[src/rtl/pdm_mic_ctrl.sv]
// PDM microphone front end: divided PDM clock, bit capture/strobe to a CIC, warm-up/settle sequencing, 1-deep PCM output slot.
// Latency: pdm_bit/pdm_strobe one clk after the falling pdm_clk decision; pcm_valid one clk after cic_valid. No backpressure: a full, unaccepted slot drops the new sample and sets overrun.
module pdm_mic_ctrl #(
  parameter int PCM_W          = 24,
  parameter int DIV_W          = 8,
  parameter int WARMUP_PERIODS = 1024
) (
  input  logic             clk,
  input  logic             rst_n,
  input  logic             enable,
  input  logic [DIV_W-1:0] clk_div,
  input  logic [3:0]       settle_cnt,
  input  logic             pdm_data,
  output logic             pdm_clk,
  output logic             pdm_bit,
  output logic             pdm_strobe,
  output logic             cic_rst,
  input  logic [PCM_W-1:0] cic_pcm,
  input  logic             cic_valid,
  output logic [PCM_W-1:0] pcm_data,
  output logic             pcm_valid,
  input  logic             pcm_ready,
  output logic             overrun,
  input  logic             clear_overrun,
  output logic [1:0]       state
);

  localparam int WW = $clog2(WARMUP_PERIODS + 1);
  localparam logic [WW-1:0]    WARM_LAST = WW'(WARMUP_PERIODS - 1);
  localparam logic [WW-1:0]    WARM_ONE  = WW'(1);
  localparam logic [DIV_W-1:0] DIV_ONE   = DIV_W'(1);

  typedef enum logic [1:0] {
    S_IDLE   = 2'd0,
    S_WARMUP = 2'd1,
    S_SETTLE = 2'd2,
    S_RUN    = 2'd3
  } state_t;

  state_t             r_state;
  state_t             w_next;
  logic [DIV_W-1:0]   r_half;
  logic [DIV_W-1:0]   r_div_cnt;
  logic [3:0]         r_settle;
  logic [3:0]         r_settle_seen;
  logic [WW-1:0]      r_warm_cnt;
  logic               r_pdm_clk;
  logic               r_pdm_bit;
  logic               r_pdm_strobe;
  logic [PCM_W-1:0]   r_pcm_data;
  logic               r_pcm_valid;
  logic               r_overrun;

  logic w_active;
  logic w_toggle;
  logic w_warm_done;
  logic w_settle_done;
  logic w_in_run;
  logic w_ovr_evt;

  assign w_active      = (r_state != S_IDLE) && enable;
  assign w_toggle      = w_active && (r_div_cnt == r_half - DIV_ONE);
  assign w_warm_done   = r_pdm_strobe && (r_warm_cnt == WARM_LAST);
  assign w_settle_done = (r_settle == 4'd0) || (cic_valid && (r_settle_seen + 4'd1 == r_settle));
  assign w_in_run      = w_active && (r_state == S_RUN);
  assign w_ovr_evt     = w_in_run && cic_valid && r_pcm_valid && !pcm_ready;

  always_ff @(posedge clk or negedge rst_n) begin
    if (!rst_n) r_state <= S_IDLE;
    else        r_state <= w_next;
  end

  always_comb begin
    w_next = r_state;
    case (r_state)
      S_IDLE:   if (enable) w_next = S_WARMUP;
      S_WARMUP: if (!enable) w_next = S_IDLE; else if (w_warm_done) w_next = S_SETTLE;
      S_SETTLE: if (!enable) w_next = S_IDLE; else if (w_settle_done) w_next = S_RUN;
      S_RUN:    if (!enable) w_next = S_IDLE;
      default:  w_next = S_IDLE;
    endcase
  end

  always_ff @(posedge clk or negedge rst_n) begin
    if (!rst_n) begin
      r_half        <= '0;
      r_div_cnt     <= '0;
      r_settle      <= '0;
      r_settle_seen <= '0;
      r_warm_cnt    <= '0;
      r_pdm_clk     <= 1'b0;
      r_pdm_bit     <= 1'b0;
      r_pdm_strobe  <= 1'b0;
      r_pcm_data    <= '0;
      r_pcm_valid   <= 1'b0;
    end else begin
      r_pdm_strobe <= 1'b0;
      if (!w_active) begin
        r_div_cnt     <= '0;
        r_pdm_clk     <= 1'b0;
        r_warm_cnt    <= '0;
        r_settle_seen <= '0;
        r_pcm_valid   <= 1'b0;
        // Divider and settle config are frozen for the whole session once leaving IDLE.
        if (r_state == S_IDLE && enable) begin
          r_half   <= (clk_div == '0) ? DIV_ONE : clk_div;
          r_settle <= settle_cnt;
        end
      end else begin
        if (w_toggle) begin
          r_div_cnt <= '0;
          r_pdm_clk <= ~r_pdm_clk;
          if (r_pdm_clk) begin
            r_pdm_bit    <= pdm_data;
            r_pdm_strobe <= 1'b1;
          end
        end else begin
          r_div_cnt <= r_div_cnt + DIV_ONE;
        end
        if (r_state == S_WARMUP && r_pdm_strobe) r_warm_cnt <= r_warm_cnt + WARM_ONE;
        if (r_state == S_SETTLE && cic_valid) r_settle_seen <= r_settle_seen + 4'd1;
        if (w_in_run) begin
          if (cic_valid && (!r_pcm_valid || pcm_ready)) begin
            r_pcm_data  <= cic_pcm;
            r_pcm_valid <= 1'b1;
          end else if (r_pcm_valid && pcm_ready) begin
            r_pcm_valid <= 1'b0;
          end
        end
      end
    end
  end

  // Overrun survives a stop; only clear_overrun or reset removes it, and a new loss beats a clear.
  always_ff @(posedge clk or negedge rst_n) begin
    if (!rst_n)             r_overrun <= 1'b0;
    else if (w_ovr_evt)     r_overrun <= 1'b1;
    else if (clear_overrun) r_overrun <= 1'b0;
  end

  assign pdm_clk    = r_pdm_clk;
  assign pdm_bit    = r_pdm_bit;
  assign pdm_strobe = r_pdm_strobe;
  assign cic_rst    = (r_state == S_IDLE) || (r_state == S_WARMUP);
  assign pcm_data   = r_pcm_data;
  assign pcm_valid  = r_pcm_valid;
  assign overrun    = r_overrun;
  assign state      = r_state;

endmodule
[config.mk]
export PLATFORM = sky130hd
export DESIGN_NAME = pdm_mic_ctrl
export DESIGN_NICKNAME = d
export VERILOG_FILES = /design/src/rtl/pdm_mic_ctrl.sv
export SDC_FILE = /design/constraint.sdc
export NUM_CORES = 1
export LEC_CHECK = 0
export CAP_MARGIN = 20
export CELL_PAD_IN_SITES_DETAIL_PLACEMENT = 0
export CELL_PAD_IN_SITES_GLOBAL_PLACEMENT = 1
export CORE_AREA = 2 2 90 92
export DETAILED_ROUTE_END_ITERATION = 16
export DIE_AREA = 0 0 92 94
export GPL_TIMING_DRIVEN = 0
export PLACE_DENSITY_LB_ADDON = 0.1
export SLEW_MARGIN = 10
export SYNTH_ARGS = -nofsm -noshare
export SYNTH_HDL_FRONTEND = slang
export SYNTH_SLANG_ARGS = --single-unit
[constraint.sdc]
create_clock -name clk -period 3.7 [get_ports clk]
set_input_delay 0.74 -clock clk [delete_from_list [all_inputs] [get_ports clk]]
set_output_delay 0.74 -clock clk [all_outputs]
set_load 0.02 [all_outputs]
==> results by group <==
Synth
  – Cell variety after synth: between 40 and 50
  – Syn nets: between 300 and 400
  – Sequential fraction of the synthesis area: a little over half
  – Synth Register Bits: 66
  – Async SR Flop Fraction: 100.0%
  – Syn Area/Cell: roughly 11 µm²
  – Post-synth EDFFs: 0
  – Top_reg_cell synth: dfrtp_1
  – Yosys warns: 0
  – Synthesized area: 0.003131 mm²
  – Gate count of the mapped netlist: between 200 and 300

Min path
  – Hold Crit Class: in2async

CTS
  – Post-CTS Setup Bufs: 0
  – Clock slew at reported path FFs: around 0.080 ns
  – Clock sinks: 66
  – CTS resizes: 0
  – CTS Buffer Depth: 2
  – Clk_lat worst skew: ~0.34 ns
  – Post-cts hold buffer count: 0
  – Root Buffer: clkbuf_8
  – Num CTS Buffers: 9
  – H-tree Lvls: 3
  – CTS tree: built

Worst setup path
  – Reg-to-Reg Start: r_half[0]
  – Crit path buf inv count: 3
  – Top cell family by delay on the critical path: buffers and inverters
  – Most frequent CP cell: buf_2
  – Crit path capture type: flip-flop
  – CP Data Required Time: 3.92 ns
  – Critical Path Source: enable
  – Slowest-stage cell, CP: a21oi_1
  – Critical Path Fanout Max: 10
  – Ordered cell list for the critical path: clkdlybuf4s50_1 -> buf_2 -> nand4_1 -> a21oi_1 -> buf_2 -> mux2_2
  – Startpoint Class: primary input
  – Crit Path Class: in2reg
  – Critical path data arrival time: between 2 and 3 ns
  – Worst stage delay on the critical path: 0.56 ns

Route
  – Total number of vias: around 2300
  – Starting DRT DRC Count: 69
  – Routed WL per cell: around 14 µm
  – Vias/cell: between 4 and 5
  – 1st-pass router iterations: 4
  – Post-DRT Antenna Nets: 0
  – DRC violations left: 0
  – DRT Wirelength: about 6600 µm

Place
  – Dpl ws: roughly 0.7 ns
  – Post-DP HPWL: approximately 4800 µm
  – Gpl congestion: ~0.77
  – Port Buffers: 73
  – Area of placed instances: between 0.004 and 0.005 mm²

Job
  – Max-cap viol count: 0

Timing
  – Clock skew: between 0.009 and 0.01 ns
  – RSZ-0062 raised after global routing: false
  – Final Critical Period: roughly 2.6 ns
  – Final period util: 70.54%
  – Fmax: 383.1 MHz
  – Hold Fails Final Rpt: 0
  – Slew @ Worst Pin: slightly below 0.7 ns
  – Hold_ws: about 0.32 ns
  – Pins over their slew limit: 0
  – Worst rel slew slack: roughly 55%
  – Slack of the critical path: ~1.1 ns
  – Final-report setup violation count: 0

Die
  – Die H: between 90 and 100 µm
  – Die area: 0.008648 mm²
  – Placeable core area: around 0.0076 mm²
  – Starting Density: 41.15%
  – Horiz. Die Dim: 92 µm
  – FP Rows: 32
  – Top Ports: 75

Layout
  – # nets final: ~400
  – Ant diodes: 0
  – Synth-to-layout area growth: 35.53%
  – Fillers: ~670
  – Layout cells sized above 1: between 15 and 20%
  – Final Cell Area: between 0.004 and 0.005 mm²

GRT
  – Initial antenna violation count: 0
  – Total gr overflow: 0
  – Tot GR Track Use: 16.75%
  – First-pass GRT wire length: between 10000 and 15000 µm
  – Vias in the first global route: between 2000 and 2500
  – Pin count of the biggest net entering global routing: 39

Power
  – PwrDens: slightly below 400 mW/mm²
  – Lkg Pwr: 1.825 nW
  – VDD IR max: between 150 and 200 µV

Run status
  – Run status: completed
==> cell usage after synthesis, types with 2 or more instances <==
master / count / share of area (%)
a21boi_0: 2 / 0.48
a21oi_1: 4 / 0.64
a22oi_1: 2 / 0.48
and2_1: 4 / 0.80
and3_1: 3 / 0.60
buf_2: 3 / 0.48
buf_6: 2 / 0.72
clkbuf_1: 4 / 0.48
dfrtp_1: 66 / 53
ha_1: 4 / 1.6
inv_1: 9 / 1.1
mux2_2: 34 / 12
nand2_1: 17 / 2.0
nand2b_1: 2 / 0.40
nand3_1: 10 / 1.6
nand3b_1: 2 / 0.48
nand4_1: 4 / 0.80
nor2_1: 25 / 3.0
nor2b_1: 4 / 0.80
nor3_1: 4 / 0.64
nor3b_1: 2 / 0.48
nor4_1: 4 / 0.80
o211ai_1: 2 / 0.48
o21a_1: 2 / 0.48
o21ai_0: 11 / 1.8
o31ai_1: 2 / 0.48
or4_1: 2 / 0.48
xnor2_1: 11 / 3.1
xor2_1: 17 / 4.8
==> metal layers <==
layer  global-route usage, %  share of wire, %  vias up
li1                        -                 -     1123
met1                   20.41                45     1107
met2                   26.35                47       54
met3                   8.106               6.6        7
met4                   5.100               1.4        0
met5                       0                 0        -
==> cell families (layout without fill, tap and decap cells) <==
family	Yosys count	after routing	share of synthesized area [%]
compound gates	32	32	7.154
xor+xnor	28	28	7.834
fa+ha+maj	4	4	1.599
buf+inv	18	108	2.757
flops	66	66	52.76
mux	35	35	12.55
simple gates	91	91	15.35
==> layout make-up <==
cell class	instances	area, µm²	share of cell area, %
clock inverters	5	85.08	2.005
clock buffers	11	151.4	3.568
inverters	9	33.78	0.7962
flip-flops and latches	66	1652	38.93
well taps	102	127.6	3.008
multi-input cells	190	1393	32.82
plain buffers	9	52.55	1.239
repair buffers	74	748.2	17.63
==> registers in the layout (all words and copies together), names as in the netlist <==
signal / cells
overrun: 1
pdm_clk: 1
r_warm_cnt: 11
r_half: 8
pdm_strobe: 1
r_div_cnt: 8
r_settle: 4
state: 2
pdm_bit: 1
pcm_valid: 1
pcm_data: 24
r_settle_seen: 4
==> report_power, final <==
group / switching, mW / internal, mW / total (mW) / leakage, nW
registers: 0.0244 / 0.741 / 0.765 / 0.894
clock network: 0.287 / 0.420 / 0.707 / 0.116
logic: 0.0723 / 0.0889 / 0.161 / 0.815
==> metrics by stage <==
stage	total power [mW]	setup TNS, ns	utilization, %	instances
floorplan	0.8582	0	-	274
global placement	0.9378	-31.51	52.43	449
detailed placement	0.9439	0	52.66	450
CTS	1.664	0	55.77	466
global route	1.723	0	55.77	466
finish	1.634	0	55.77	466
==> worst paths after layout <==
path	slack, ns	end	cells past startpoint
setup / recovery	1.09	pcm_data[1]	6
setup reg to reg	1.30	pdm_clk	8
hold / removal	0.32	r_div_cnt[7]	1
max in group asynchronous	2.84	pcm_data[13]	2
hold reg to reg	0.51	pcm_data[16]	1
min in group clk	0.51	pcm_data[16]	1
==> cells in the final DEF (no fill, tap or decap), types with 10 or more instances in the layout <==
cell type | netlist | routed
mux2_2 | 34 | 34
nand3_1 | 10 | 10
nor2_1 | 25 | 25
clkdlybuf4s50_1 | 0 | 72
clkbuf_8 | 0 | 11
dfrtp_1 | 66 | 66
xor2_1 | 17 | 17
xnor2_1 | 11 | 11
nand2_1 | 17 | 17
o21ai_0 | 11 | 11
No activity file was read; power rests on OpenSTA's default activity.
